File: config.mk
export PLATFORM = sky130hd
export DESIGN_NAME = bcd_entry
export DESIGN_NICKNAME = d
export VERILOG_FILES = /design/src/rtl/alu_io_pkg.sv /design/src/rtl/button_debounce.sv /design/src/rtl/bcd_entry.sv
export SDC_FILE = /design/constraint.sdc
export NUM_CORES = 1
export LEC_CHECK = 0
export BUFFER_PORTS_ARGS = -buffer_cell sky130_fd_sc_hd__buf_4
export CAP_MARGIN = 20
export CORE_ASPECT_RATIO = 0.7
export CORE_MARGIN = 1
export CORE_UTILIZATION = 25
export CTS_CLUSTER_DIAMETER = 150
export DETAILED_ROUTE_END_ITERATION = 12
export HOLD_SLACK_MARGIN = 0.08
export PLACE_DENSITY = 0.43
export SYNTH_ARGS = -nofsm -noshare
export SYNTH_HDL_FRONTEND = slang
export SYNTH_SLANG_ARGS = --single-unit
File: constraint.sdc
create_clock -name clk -period 2.8 [get_ports clk]
set_input_delay 0.14 -clock clk [delete_from_list [all_inputs] [get_ports clk]]
set_output_delay 0.14 -clock clk [all_outputs]
set_load 0.01 [all_outputs]
File: src/rtl/alu_io_pkg.sv
// Shared types and constants for the ALU lab board operand-entry path.
package alu_io_pkg;

    typedef enum logic [1:0] {
        IDLE  = 2'd0,
        ENTRY = 2'd1,
        HOLD  = 2'd2
    } entry_state_t;

    localparam int BCD_MAX      = 9;
    localparam int DECIMAL_BASE = 10;

endpackage

File: src/rtl/button_debounce.sv
// Synchronizes and debounces one raw push button; emits a level and a
// one-cycle press pulse on the level's rising transition.
module button_debounce #(
    parameter int DEBOUNCE_CYCLES = 4
) (
    input  logic clk,
    input  logic rst,
    input  logic raw,
    output logic level,
    output logic press
);

    localparam int CW = $clog2(DEBOUNCE_CYCLES + 1);

    logic          r_sync1;
    logic          r_sync2;
    logic          r_level;
    logic          r_level_d;
    logic [CW-1:0] r_cnt;

    // Level flips on the edge where the mismatch run reaches DEBOUNCE_CYCLES.
    always_ff @(posedge clk) begin
        if (rst) begin
            r_sync1   <= 1'b0;
            r_sync2   <= 1'b0;
            r_level   <= 1'b0;
            r_level_d <= 1'b0;
            r_cnt     <= '0;
        end else begin
            r_sync1   <= raw;
            r_sync2   <= r_sync1;
            r_level_d <= r_level;
            if (r_sync2 != r_level) begin
                if (r_cnt == CW'(DEBOUNCE_CYCLES - 1)) begin
                    r_level <= ~r_level;
                    r_cnt   <= '0;
                end else begin
                    r_cnt <= r_cnt + 1'b1;
                end
            end else begin
                r_cnt <= '0;
            end
        end
    end

    assign level = r_level;
    assign press = r_level & ~r_level_d;

endmodule

File: src/rtl/bcd_entry.sv
// Decimal operand entry: debounced ENTER/CLEAR, MSD-first BCD accumulation
// with saturation, and a valid/ready hand-off of the completed operand.
module bcd_entry
    import alu_io_pkg::*;
#(
    parameter int WIDTH           = 4,
    parameter int DIGITS          = 2,
    parameter int DEBOUNCE_CYCLES = 4
) (
    input  logic             clk,
    input  logic             rst,
    input  logic [3:0]       digit_in,
    input  logic             btn_enter,
    input  logic             btn_clear,
    output logic [WIDTH-1:0] value_out,
    output logic             value_valid,
    input  logic             value_ready,
    output logic [WIDTH-1:0] acc_out,
    output logic [1:0]       digit_count,
    output logic             digit_err,
    output logic             overflow
);

    localparam int SUMW = WIDTH + $clog2(DECIMAL_BASE);

    entry_state_t     r_state;
    entry_state_t     w_state_nxt;
    logic [WIDTH-1:0] r_acc;
    logic [WIDTH-1:0] r_value;
    logic [1:0]       r_count;
    logic             r_valid;
    logic             r_err;
    logic             r_ovf;

    logic             w_enter_press;
    logic             w_clear_press;
    logic             w_digit_ok;
    logic             w_do_digit;
    logic             w_do_err;
    logic             w_do_xfer;
    logic             w_last;
    logic             w_sat;
    logic [SUMW-1:0]  w_acc_ext;
    logic [SUMW-1:0]  w_sum;
    logic [WIDTH-1:0] w_acc_nxt;

    button_debounce #(.DEBOUNCE_CYCLES(DEBOUNCE_CYCLES)) u_db_enter (
        .clk   (clk),
        .rst   (rst),
        .raw   (btn_enter),
        .level (),
        .press (w_enter_press)
    );

    button_debounce #(.DEBOUNCE_CYCLES(DEBOUNCE_CYCLES)) u_db_clear (
        .clk   (clk),
        .rst   (rst),
        .raw   (btn_clear),
        .level (),
        .press (w_clear_press)
    );

    // acc*10 + digit at widened precision so saturation can be detected.
    assign w_acc_ext  = SUMW'(r_acc);
    assign w_sum      = (w_acc_ext << 3) + (w_acc_ext << 1) + SUMW'(digit_in);
    assign w_sat      = |w_sum[SUMW-1:WIDTH];
    assign w_acc_nxt  = w_sat ? {WIDTH{1'b1}} : w_sum[WIDTH-1:0];
    assign w_digit_ok = (digit_in <= 4'(BCD_MAX));
    assign w_last     = (r_count == 2'(DIGITS - 1));

    always_ff @(posedge clk) begin
        if (rst) r_state <= IDLE;
        else     r_state <= w_state_nxt;
    end

    always_comb begin
        w_state_nxt = r_state;
        if (w_clear_press) begin
            w_state_nxt = IDLE;
        end else begin
            case (r_state)
                IDLE, ENTRY: if (w_do_digit) w_state_nxt = w_last ? HOLD : ENTRY;
                HOLD:        if (w_do_xfer)  w_state_nxt = IDLE;
                default:     w_state_nxt = IDLE;
            endcase
        end
    end

    // Clear outranks both a digit entry and a handshake on the same edge.
    always_comb begin
        w_do_digit = 1'b0;
        w_do_err   = 1'b0;
        w_do_xfer  = 1'b0;
        if (!w_clear_press) begin
            if (r_state == HOLD) begin
                w_do_xfer = value_ready;
            end else if (w_enter_press) begin
                w_do_digit = w_digit_ok;
                w_do_err   = ~w_digit_ok;
            end
        end
    end

    always_ff @(posedge clk) begin
        if (rst) begin
            r_acc   <= '0;
            r_value <= '0;
            r_count <= '0;
            r_valid <= 1'b0;
            r_err   <= 1'b0;
            r_ovf   <= 1'b0;
        end else begin
            r_err <= w_do_err;
            if (w_clear_press || w_do_xfer) begin
                r_acc   <= '0;
                r_count <= '0;
                r_ovf   <= 1'b0;
                r_valid <= 1'b0;
            end else if (w_do_digit) begin
                r_acc   <= w_acc_nxt;
                r_count <= r_count + 2'd1;
                if (w_sat) r_ovf <= 1'b1;
                if (w_last) begin
                    r_value <= w_acc_nxt;
                    r_valid <= 1'b1;
                end
            end
        end
    end

    assign value_out   = r_value;
    assign value_valid = r_valid;
    assign acc_out     = r_acc;
    assign digit_count = r_count;
    assign digit_err   = r_err;
    assign overflow    = r_ovf;

endmodule

==> metrics.md <==
| Metric | Value |
|---|---|
| MaxCap Viol Count | 0 |
| Clock sinks | 29 |
| RePlAce Congestion | 0.753 |
| Register area | slightly below 600 µm² |
| Fill cells | around 520 |
| Final WL | ~2500 µm |
| Share of layout cells above drive strength 1 | 21.4% |
| Cell family with most CP delay | adder cells |
| Crit path kind | reg -> reg |
| Pleak | about 0.67 nW |
| Vias per cell | around 4 |
| Pre-antenna DRT Iters | 4 |
| Clock skew | roughly 0.0055 ns |
| Syn_area_per_cell | just over 10 µm² |
| Clock insertion delay at the later pin of the skew report | 0.28 ns |
| Critical path launch point | acc_out[0] |
| Deepest clock path buffer count | 2 |
| Power Dens Cells | roughly 480 mW/mm² |
| P_int | roughly 0.6 mW |
| Worst Hold Launch | digit_in[0] |
| Largest net degree at the start of global routing | 17 |
| Reg2Reg Capture Point | value_out[3] |
| Placed cell areas | approximately 0.0015 mm² |
| PortBufs | 21 |
| ANT cells | 0 |
| R2R depth | 8 |
| Post-DP HPWL | ~1900 µm |
| Fmax | approximately 430 MHz |
| Antenna violations before repair | 0 |
| Slowest-stage cell, CP | fa_1 |
| Drt drc | 0 |
| Die area | about 0.0054 mm² |
| Area share of the largest cell type after synthesis | between 40% and 50% |
| Cts bufs inserted | 5 |
| Worst reg-to-reg setup slack | about 0.47 ns |
| Max Slew Vio Count | 0 |
| Post-synth top flop | dfxtp_1 |
| Switching Share | approximately 22% |
| Synthesis-to-layout area growth | 26.1% |
| Actual slew at the worst max-slew pin | between 0.6 and 0.7 ns |
| Cell taking the most area after synthesis | dfxtp_1 |
| Clock group share of total power | about two fifths |
| CP endpoint | value_out[3] |
| CTS tree | built |
| CP Data Required Time | roughly 3 ns |
| Async SR Flop Fraction | 0% |
| Crit end category | flop |
| Number of global-route vias before repair | 855 |
| Post-DR wirelength/cell | between 10 and 15 µm |
| Die Y | 61.7 µm |
| Final Setup Violations | 0 |
| Hold WC Path Type | in -> reg |
| DIE WIDTH | roughly 87 µm |
| Bufs and invs on worst path | 2 |
| Cell area after synthesis | ~0.0013 mm² |
| Core box area | 0.00483 mm² |
| Distinct cells, synth | 30 |
| Flop and latch count out of synthesis | 29 |
| Final nets | about 180 |
| Final-report hold violation count | 0 |
| Worst setup SP type | flop |
| Syn_nets | roughly 150 |
| Worst VDD drop | between 0.15 and 0.2 mV |
| Multi-input logic area | around 620 µm² |
| Worst-path cell chain | inv_1 > fa_1 > inv_1 > fa_1 > and2_1 > a21oi_1 > nor2_1 > a311oi_1 |
| Levels on crit path | 8 |
| H-tree depth | 2 |
| Worst EP arrival | between 2 and 3 ns |
| Grt total ovfl | 0 |
| Reg-to-reg startpoint | acc_out[0] |
| Slew headroom | a little over half |
| Row cnt | 21 |
| CP peak stage delay | 0.50 ns |
| Worst-path clk slew | approximately 0.070 ns |
| Count leader, synth | dfxtp_1 |
| First-pass GRT wire length | 3990 µm |
| Initial core utilization | 26.3% |
| Sequential power share | 53.8% |
| Vias | just over 900 |
| Gr usage total | approximately a tenth |
| Synthesis Warnings | 0 |
| Main area contributors after synthesis | dfxtp_1, ha_1, nor2_1 |
| Quantity of gates resized following cts | 0 |
| IO Pins | 22 |
| Commonest cells post-synth | dfxtp_1, nor2_1, ha_1, inv_1, a21oi_1 |
| Sequential share of the synthesized area | approximately 46% |
| Setup TNS | 0 ns |
| Mapped Cells | approximately 130 |
| Post-route antenna net violation count | 0 |
| Number of synthesized flops with an enable pin | 0 |
| Period minus WS final | about 2.3 ns |
| Status | completed |
| Critical path fanouts, max | 5 |
| Combinational fraction of design power | approximately 4.3% |
| Drt initial violations | 14 |
| Sw power | 0.172 mW |
| CTS root buf | clkbuf_8 |
| Period utilization | between 80% and 90% |
| Cell area after layout | ~0.0016 mm² |
| RSZ-0062 raised after global routing | false |
timing repair:
| action | in CTS | in global routing |
|---|---|---|
| hold buffers | 2 | 0 |
| buffers inserted | 0 | 0 |
| hold endpoints to repair | 2 | 0 |
registers in the layout, indices dropped and copies added, names as in the netlist, 2 cells and up:
name,cells
value_out,4
digit_count,2
acc_out,4
u_db_enter.r_cnt,3
r_state,2
u_db_clear.r_cnt,3
worst register-to-register path, cell delays in order (launching register included):
cell,delay (ns)
dfxtp_1,0.37
inv_1,0.07
fa_1,0.50
inv_1,0.07
fa_1,0.43
and2_1,0.17
a21oi_1,0.22
nor2_1,0.15
a311oi_1,0.26
metrics by stage:
step | std cells | setup slack (ns) | hold WS, ns | power, mW | utilization [%]
6_report | 223 | 0.474 | 0.150 | 0.777 | 33.2
5_1_grt | 223 | 0.250 | 0.156 | 0.811 | 33.2
4_1_cts | 223 | 0.450 | 0.145 | 0.794 | 33.2
3_5_place_dp | 213 | 0.455 | 0.355 | 0.458 | 31.1
3_3_place_gp | 213 | 0.559 | 0.352 | 0.458 | 31.1
2_1_floorplan | 125 | 0.569 | 0.212 | 0.443 | -
area by class of cell:
cell class                      count  area share (%)
Sequential cell                    29            36.2
Clock buffer                        6            4.52
Inverter                           12            2.81
Multi-Input combinational cell     81            38.9
Clock inverter                      2           0.624
Tap cell                           69            5.38
Timing Repair Buffer               24            11.5
power groups by stage:
stage	logic (mW)	clock network [mW]	registers (mW)
global placement	0.0313	0	0.427
finish	0.0335	0.325	0.418
detailed placement	0.0316	0	0.427
CTS	0.0339	0.342	0.418
floorplan	0.0165	0	0.426
global route	0.0375	0.356	0.418
per-layer routing:
| metal | part of all wire (%) | track usage [%] | vias to the layer above |
|---|---|---|---|
| met3 | 6.3 | 4.23 | 2 |
| li1 | - | - | 481 |
| met1 | 51 | 13.5 | 405 |
| met5 | 0 | 0 | - |
| met2 | 42 | 14.7 | 18 |
| met4 | 0.76 | 5.62 | 0 |
how the worst min path moves through the flow:
stage / to / depth (start not counted)
6_report: acc_out[0] / 3
5_1_grt: u_db_clear.r_sync2 / 2
4_1_cts: r_state[1] / 3
3_5_place_dp: u_db_clear.r_sync1 / 2
3_3_place_gp: u_db_clear.r_sync1 / 2
2_1_floorplan: u_db_clear.r_sync1 / 1
placed cells by master, fill, tap and decap left out, types with 2 or more instances in the layout:
master / instances
o21ai_1: 3
a21oi_1: 7
clkinv_2: 2
clkbuf_8: 5
dlygate4sd3_1: 2
nor2b_1: 6
dfxtp_1: 29
nand2b_1: 2
mux2i_1: 2
nor2b_4: 2
inv_1: 12
xnor2_1: 3
a211oi_1: 6
and2_1: 2
fa_1: 2
a31oi_1: 2
or3_1: 2
o21a_1: 2
ha_1: 12
nand2_1: 2
nor3_1: 2
a311oi_1: 2
nor2_1: 15
buf_4: 22
kinds of logic after synthesis:
kind of cell,after synthesis,share of synthesized area [%]
DFF,29,45.6
buffers and inverters,15,5.31
and+or+nand+nor,39,18.9
xor gates and xnor gates,3,2.07
muxes,2,1.57
AOI/OAI and AO/OA,23,11.6
adders and majority gates,14,14.9
Note: power is estimated with default switching activity, not from simulation.
